File: config.mk
export PLATFORM = sky130hd
export DESIGN_NAME = srl32_tap_reg
export DESIGN_NICKNAME = d
export VERILOG_FILES = /design/src/rtl/srl32_tap_reg.sv
export SDC_FILE = /design/constraint.sdc
export NUM_CORES = 1
export LEC_CHECK = 0
export ABC_CLOCK_PERIOD_IN_PS = 3200
export BUFFER_PORTS_ARGS = -buffer_cell sky130_fd_sc_hd__buf_2
export CORE_MARGIN = 2
export CORE_UTILIZATION = 45
export DETAILED_ROUTE_END_ITERATION = 12
export PLACE_DENSITY = 0.73
export SLEW_MARGIN = 0
export SYNTH_ARGS = -nofsm -noshare
export SYNTH_HDL_FRONTEND = slang
export SYNTH_SLANG_ARGS = --single-unit
File: constraint.sdc
create_clock -name C -period 3.2 [get_ports C]
set_input_delay 0.64 -clock C [delete_from_list [all_inputs] [get_ports C]]
set_output_delay 0.64 -clock C [all_outputs]
set_load 0.05 [all_outputs]
File: src/rtl/srl32_tap_reg.sv
// srl32_tap_reg: 32-stage serial-in shift register.
// Q is an addressable read tap (stage A); Q31 is the cascade output (stage 31).
// CLR_N is an asynchronous active-low clear that reloads INIT.
// Build option: define SRL_REGOUT_EN to take Q from an output flop.
// That flop adds one cycle of latency to Q and is cleared to 0 by CLR_N.
// Q31 is unaffected by the option and stays combinational.
module srl32_tap_reg #(
   parameter logic [31:0] INIT          = 32'h0000_0000,
   parameter logic        IS_C_INVERTED = 1'b0,
   parameter logic        IS_D_INVERTED = 1'b0
) (
   input  logic       C,
   input  logic       CLR_N,
   input  logic       CE,
   input  logic       D,
   input  logic [4:0] A,
   output logic       Q,
   output logic       Q31
);

   logic        clk_act;
   logic        d_in;
   logic [31:0] sr_d;
   logic [31:0] sr_q;
   logic        tap;

   // IS_C_INVERTED is a constant, so this reduces to a wire or a single inverter.
   assign clk_act = C ^ IS_C_INVERTED;
   assign d_in    = D ^ IS_D_INVERTED;

   // Next contents: shift one stage toward 31 when enabled, otherwise hold.
   always_comb begin
      sr_d = sr_q;
      if (CE) begin
         sr_d = {sr_q[30:0], d_in};
      end
   end

   // Storage. Clear reloads INIT without a clock and blocks shifting while low.
   always_ff @(posedge clk_act or negedge CLR_N) begin
      if (!CLR_N) begin
         sr_q <= INIT;
      end else begin
         sr_q <= sr_d;
      end
   end

   // Read tap: explicit 32-way decode.
   // An unknown address selects no stage and reads 0, so X on A never reaches Q.
   always_comb begin
      tap = 1'b0;
      for (int i = 0; i < 32; i++) begin
         if (A == 5'(i)) begin
            tap = sr_q[i];
         end
      end
   end

`ifdef SRL_REGOUT_EN
   logic q_d;
   logic q_q;

   // The output flop samples the tap of the pre-edge contents on every active edge.
   // It does this regardless of CE, so a new address is still seen during a hold.
   always_comb begin
      q_d = tap;
   end

   // Output register; clear forces it to 0 rather than to an INIT bit.
   always_ff @(posedge clk_act or negedge CLR_N) begin
      if (!CLR_N) begin
         q_q <= 1'b0;
      end else begin
         q_q <= q_d;
      end
   end

   assign Q = q_q;
`else
   assign Q = tap;
`endif

   assign Q31 = sr_q[31];

endmodule

* After elaboration in Yosys (flattened, before gate mapping)
Cells that the tools add are included.
Operators by class: equal/unequal tests 31, multiplexer cells 32, reduce and logical (&&, ||, !) cells 1
Operators with widths (count):
- == test 5 bit, second input constant | 16
- == test 5 x 4 -> 1 bit, second input constant | 8
- 2-to-1 mux 1 bit | 32
- == test 5 x 3 -> 1 bit, second input constant | 4
- == test 5 x 2 -> 1 bit, second input constant | 2
- == test 5 x 1 -> 1 bit, second input constant | 1
- zero test 5 bit | 1
Word-level totals: flip-flop bits (word level) 32, output and inout bits 2, logic and storage cells 65

* Depth between registers and ports, before layout
Gate-level depths: netlist of the first run.
word-level depth 33, depth in mapped cells 8

* Worst setup path before layout of the first run
Ideal clock, no wire load.
kind input to output, from input port A[1], to output port Q, arrival 1973 ps, required time 2560 ps, setup slack 587 ps, stages 7, path buffers 1, path through buf_6 > nand3b_2 > a21oi_1 > a311o_1 > a221oi_1 > and2_1 > o21a_1
On the way: longest elaborated chain between the ends 33, elaborated cells on any way between the ends 64, those cells by class eq/ne: 31; mux: 32; reduce/logical: 1
Ends and longest elaborated chain:
- from (decl) | line 16 | input logic [4:0] A,
- zero test 5 bit | line 53 | if (A == 5'(i)) begin
- 2-to-1 mux 1 bit (31 in series) | line 53
- 2-to-1 mux 1 bit (*) | line 53
- to (decl) | line 17 | output logic Q,
Mark *: on every way between the ends. The rest lies on a longest branch, timed or not.

* Worst setup path in the final report of the first run
from input port A[0], to output port Q
Same word-level chain as after synthesis.

==> results by group, run 1 <==
Status
  • Status: complete, no violations

Timing
  • Setup violation total in the final timing report: 0
  • Final setup margin: 77.54 ps
  • Clock skew after layout: 3.031 ps
  • Fin crit share: approximately 98%
  • Number of hold-slack violations in the final timing report: 0
  • Worst slew margin relative to its limit: roughly 54%
  • Min Clock Period, post-route: 3122 ps
  • TNS Setup: 0 ps
  • Timing-limited maximum frequency: between 300 and 400 MHz
  • Max-slew violations: 0
  • Unrepaired setup endpoints after global routing: no
  • Pin slew with the least headroom to its limit: about 690 ps

Route
  • Top Layer Used: met4
  • Wl on met1: ~1500 um
  • Length of routed met3 wiring: approximately 110 um
  • Drt first-iter violations: 19
  • DRC: 0
  • Detailed-routing iteration count for the pre-antenna-repair pass: 4
  • Count of nets left with antenna violations after detail routing: 0
  • Met2 Routed Length: roughly 1500 um
  • Via count: between 1000 and 1500
  • Via density per instance: 5.758
  • Per-cell routed wire length: ~15 um
  • Detailed-route wire length: 3148 um

Critical path
  • CP delay by family, top: compound AO/OA/AOI/OAI gates
  • Maximum cell stage delay along the critical path: 470 ps
  • Critical R2R Capture: sr_q[17]
  • Setup crit end kind: output port
  • Beginning of the worst register-to-register path: sr_q[16]
  • Max stage delay cell, worst path: sky130_fd_sc_hd__a2111oi_0
  • Worst Path Max Fanout: 21
  • Worst Reg-to-Reg Cells: 1
  • Crit path depth: 7
  • Cell breakdown of the critical path: buf_2, bufinv_8, a2111oi_0, a221oi_1, and2_1, o21a_1, buf_2
  • Combined buffer and inverter count along the critical path: 3
  • Required time of the worst setup path: roughly 2600 ps
  • First element of the critical path: A[0]
  • Critical path data arrival time: approximately 2500 ps
  • Kind of start point of the critical path: primary input
  • Critical path destination: Q
  • CP Class: in2out
  • R2r setup slk: roughly 2400 ps
  • Most common cell type on the critical path: sky130_fd_sc_hd__buf_2

Global route
  • Global routing usage summed across all routing layers: 17.20%
  • First-pass GRT wire length: 5713 um
  • Total gr overflow: 0
  • Pin count of the biggest net entering global routing: 34
  • Number of antenna violations at the first check in global routing: 0
  • Vias in the first global route: roughly 1200

Clock tree
  • Clock tree sinks: 32
  • Hold bufs inserted after CTS: 0
  • Buffers inserted by post-CTS timing repair: 0
  • Maximum buffer depth of the clock tree: 2
  • TritonCTS clock tree: built
  • Clock insertion delay at the later pin of the skew report: between 200 and 300 ps
  • Clock input transition at the sequential cells of the worst setup and hold paths: around 60 ps
  • Number of H-tree levels: 2
  • Buffer type at the clock tree root: sky130_fd_sc_hd__clkbuf_8
  • Number of resized instances in the post-cts repair step: 0
  • Total CTS buffers: 5

Floorplanning
  • Total number of placement rows: 22
  • Chip width: roughly 66 um
  • Height of the die: 66.04 um
  • Total die area: between 4000 and 5000 um2
  • Top-level port count: 11
  • Core Box Area: about 3700 um2
  • Initial cell density of the core: a little under half

Logic synthesis
  • Number of synthesized register bits: 32
  • Top cell type's share of synthesized area: between 40% and 50%
  • Share of the yosys chip area belonging to registers: roughly 46%
  • Syn nets: roughly 160
  • Most frequently used flop master after synthesis: sky130_fd_sc_hd__dfrtp_1
  • Warnings from Yosys: 0
  • Mean instance size in the synthesized netlist: 11.32 um2
  • Post-synth EDFFs: 0
  • Post-synthesis cell type with the largest combined area: sky130_fd_sc_hd__dfrtp_1
  • Share of synthesized registers carrying an async set or reset: between 90% and 100%
  • Cells after Synth: between 150 and 200
  • Area contributors post-synth: sky130_fd_sc_hd__dfrtp_1, sky130_fd_sc_hd__mux2_2, sky130_fd_sc_hd__o21ai_0
  • Area of the mapped netlist: ~1700 um2
  • Number of distinct library cells after synthesis: 39
  • Cell types with the highest counts after synthesis: sky130_fd_sc_hd__dfrtp_1, sky130_fd_sc_hd__mux2_2, sky130_fd_sc_hd__o21ai_0

Place
  • Number of port buffers: 10
  • Final RePlAce weighted congestion: roughly 0.91
  • Post-placement worst setup slack: between 100 and 150 ps
  • Post-DP HPWL: about 2200 um

Final layout
  • Count of fill cells added during filler insertion: approximately 350
  • Fraction of final layout cells sized beyond drive strength 1: between 30% and 40%
  • Signed area change from the synthesized netlist to the final layout: 7.153%
  • Top Registers: sr_q x32
  • Seq. cell area: roughly 800 um2
  • Largest register FFs: 32
  • Antenna cell count: 0
  • Largest register by flop count: sr_q
  • Post-layout net count: 167
  • Area of combinational cells with multiple inputs: approximately 800 um2

Pwr
  • Leakage power figure: between 0.7 and 0.8 nW
  • Power density normalized to cell area: a little over 700 nW/um2
  • Maximum vdd ir drop: around 0.33 mV

Flow run
  • Maximum capacitance violations: 0

Worst hold path
  • Worst min-delay path category: in2async
[logic make-up (layout without fill, tap and decap cells)]
family	Yosys count	in the layout	share of synthesized area, %
buffers and inverters	17	23	6.286
muxes	36	36	23.12
AOI/OAI and AO/OA	41	41	15.17
and+or+nand+nor	27	27	9.176
DFF	32	32	46.24
[report_power, final]
part / switching (mW) / total, mW / internal (mW) / leakage [nW]
logic: 0.140 / 0.324 / 0.183 / 0.351
registers: 0.131 / 0.697 / 0.567 / 0.402
clock network: 0.134 / 0.309 / 0.175 / 0.0455
total: 0.405 / 1.33 / 0.925 / 0.798
[cells in the final DEF, fill, tap and decap left out, types with 2 or more instances in the layout]
cell and count:
sky130_fd_sc_hd__inv_2 2, sky130_fd_sc_hd__nand3b_1 2, sky130_fd_sc_hd__inv_1 2, sky130_fd_sc_hd__clkbuf_1 2, sky130_fd_sc_hd__mux2_2 32, sky130_fd_sc_hd__clkbuf_8 6, sky130_fd_sc_hd__nor3_1 5, sky130_fd_sc_hd__buf_2 10
sky130_fd_sc_hd__a2111oi_0 2, sky130_fd_sc_hd__nand2_1 7, sky130_fd_sc_hd__a211oi_1 4, sky130_fd_sc_hd__or2b_1 2, sky130_fd_sc_hd__mux2i_1 4, sky130_fd_sc_hd__a21oi_1 10, sky130_fd_sc_hd__a31oi_1 3, sky130_fd_sc_hd__o21ai_0 11
sky130_fd_sc_hd__dfrtp_1 32, sky130_fd_sc_hd__o22ai_1 2, sky130_fd_sc_hd__nand2b_1 2
[final cells by class]
class / count / area share, %
clock buffers: 8 / 4.855
inverters: 5 / 1.753
well taps: 48 / 3.237
flip-flops and latches: 32 / 43.16
repair buffers: 10 / 2.697
multi-input cells: 104 / 44.30
[routing by layer]
metal / global-route usage [%] / vias up
li1: - / 582
met1: 22.71 / 580
met2: 27.40 / 25
met3: 3.748 / 5
met4: 7.143 / 0
met5: 0 / -
[stage by stage]
step	power, mW	std cells	utilization (%)	hold WS (ps)	cell area [um2]
floorplan	0.9324	153	-	344.4	1732
global placement	1.003	199	47.86	485.4	1765
detailed placement	1.030	199	47.86	501.0	1765
CTS	1.345	207	50.31	418.7	1856
global route	1.426	207	50.31	446.3	1856
finish	1.330	207	50.31	399.8	1856
[worst min-delay path by stage]
stage | startpoint | to | slack, ps | cells past startpoint
after global routing | CLR_N | sr_q[5] | 450 | 1
after CTS | CLR_N | sr_q[5] | 420 | 1
after detailed placement | sr_q[9] | sr_q[10] | 500 | 2
after global placement | sr_q[9] | sr_q[10] | 490 | 2
final | CLR_N | sr_q[5] | 400 | 1
after floorplan | CLR_N | sr_q[0] | 340 | 0
(Power assumes the default switching activity.)
==> inputs of run 2 (changes only) <==
- BUFFER_PORTS_ARGS: -buffer_cell sky130_fd_sc_hd__buf_2 -> not set
- CELL_PAD_IN_SITES_DETAIL_PLACEMENT: not set -> 1
- CELL_PAD_IN_SITES_GLOBAL_PLACEMENT: not set -> 2
- DONT_BUFFER_PORTS: not set -> 1
- PLACE_DENSITY: 0.73 -> 0.93
- SKIP_CTS_REPAIR_TIMING: not set -> 1
==> results by group, run 2 (synthesis gave the netlist of run 1 again) <==
Pwr
  • Clk pwr share: roughly a quarter
  • Leakage power figure: ~0.76 nW
  • Reported net switching power: 0.3861 mW
  • Power density normalized to cell area: 722.8 nW/um2
  • Switching share of power: approximately 30%
  • Fraction of power consumed by combinational cells: 21.3%
  • Maximum vdd ir drop: 0.3734 mV
  • Part of the total power dissipated in sequential elements: between 50% and 60%
  • Power Internal: a little over 0.9 mW

Route
  • Detailed-route wire length: 3532 um
  • Drt first-iter violations: 60
  • Detailed-routing iteration count for the pre-antenna-repair pass: 4
  • Via density per instance: between 5 and 6
  • Per-cell routed wire length: between 15 and 20 um
  • Via count: ~1200
  • DRC: 0
  • Count of nets left with antenna violations after detail routing: 0

Place
  • Number of port buffers: 0
  • Final RePlAce weighted congestion: between 0.7 and 0.8
  • Placed Cells incl. Taps: about 190
  • Post-DP HPWL: 2400 um
  • Post-placement worst setup slack: around 480 ps

Flow run
  • Maximum capacitance violations: 0

Critical path
  • Critical path data arrival time: a little over 2000 ps
  • Combined buffer and inverter count along the critical path: 1
  • CP delay by family, top: compound AO/OA/AOI/OAI gates
  • Worst Path Max Fanout: 21
  • R2r setup slk: 2160 ps
  • Required time of the worst setup path: ~2600 ps
  • Maximum cell stage delay along the critical path: ~450 ps
  • Max stage delay cell, worst path: sky130_fd_sc_hd__o21a_1
  • Kind of start point of the critical path: primary input
  • CP Class: in2out
  • Cell breakdown of the critical path: bufinv_8, a21oi_1, a311o_1, a221oi_1, and2_1, o21a_1
  • Setup crit end kind: output port

Final layout
  • Post-layout net count: about 160
  • Fraction of final layout cells sized beyond drive strength 1: about 29%
  • Largest register FFs: 32
  • Signed area change from the synthesized netlist to the final layout: 4.263%
  • Seq. cell area: ~800 um2
  • Final Instance Count excl. Fillers: approximately 200
  • Count of fill cells added during filler insertion: 402
  • Top Registers: sr_q x32
  • Area of combinational cells with multiple inputs: slightly above 800 um2
  • Largest register by flop count: sr_q
  • Antenna cell count: 0
  • Most frequent cells in the layout: sky130_fd_sc_hd__mux2_2, sky130_fd_sc_hd__dfrtp_1, sky130_fd_sc_hd__o21ai_0

Clock tree
  • TritonCTS clock tree: built
  • Maximum buffer depth of the clock tree: 2
  • Clock input transition at the sequential cells of the worst setup and hold paths: ~60 ps
  • Total CTS buffers: 5
  • Buffer type at the clock tree root: sky130_fd_sc_hd__clkbuf_8
  • Clock tree sinks: 32
  • Number of H-tree levels: 2
  • Clock insertion delay at the later pin of the skew report: approximately 280 ps

Global route
  • Number of antenna violations at the first check in global routing: 0
  • Total gr overflow: 0
  • Pin count of the biggest net entering global routing: 34
  • Global routing usage summed across all routing layers: roughly 18%
  • Vias in the first global route: ~1300
  • First-pass GRT wire length: 6044 um

Timing
  • Clock skew after layout: 5.032 ps
  • Final setup margin: just under 500 ps
  • Unrepaired setup endpoints after global routing: no
  • Setup violation total in the final timing report: 0
  • Number of hold-slack violations in the final timing report: 0
  • Min Clock Period, post-route: roughly 2700 ps
  • Worst slew margin relative to its limit: approximately two thirds
  • Timing-limited maximum frequency: 368.3 MHz
  • Fin crit share: between 80% and 90%
  • Max-slew violations: 0
  • TNS Setup: 0 ps
  • Pin slew with the least headroom to its limit: 509.7 ps

Floorplanning
  • Total number of placement rows: 22
  • Height of the die: approximately 66 um
  • Top-level port count: 11
  • Core Box Area: around 3700 um2
  • Initial cell density of the core: 46.95%
  • Total die area: 4361 um2
  • Chip width: about 66 um

Status
  • Status: complete, no violations

Worst hold path
  • Worst min-delay path category: in2async
## run 2: cell types whose count changed in the layout (fill, tap and decap cells not counted)
cell,before,now
sky130_fd_sc_hd__buf_2,10,0
## run 2: worst paths after layout
check	from	depth (start not counted)	endpoint
min	CLR_N	0	sr_q[7]
max	A[0]	6	Q
min reg2reg	sr_q[9]	2	sr_q[10]
max reg2reg	sr_q[31]	1	sr_q[31]
max in group asynchronous	CLR_N	0	sr_q[18]
min in group C	CE	1	sr_q[10]
## run 2: power by group through the flow
stage | Sequential, mW | Combinational, mW | Clock, mW
floorplan | 0.665 | 0.267 | 0
global placement | 0.704 | 0.265 | 0
detailed placement | 0.721 | 0.282 | 0
CTS | 0.712 | 0.284 | 0.323
global route | 0.736 | 0.312 | 0.345
finish | 0.711 | 0.278 | 0.316
## run 2: through the flow
stage          power, mW  hold WS (ps)  utilization, %  instance area [um2]
4_1_cts            1.319         43.72           48.95                 1805
5_1_grt            1.393         28.24           48.95                 1805
6_report           1.305         44.99           48.95                 1805
2_1_floorplan     0.9324         344.4               -                 1732
3_3_place_gp      0.9686         345.0           46.51                 1715
3_5_place_dp       1.003         345.1           46.51                 1715
## run 2: area by class of cell
type	count	area share [%]
Clock buffer	8	4.990
Inverter	5	1.802
Sequential cell	32	44.35
Multi-Input combinational cell	104	45.53
Tap cell	48	3.326
## run 2: layer usage
layer	track usage, %	vias up	wire, um
met1	22.78	588	1635
li1	-	560	-
met5	0	-	0
met4	4.592	0	31
met2	29.92	19	1656
met3	7.155	4	209
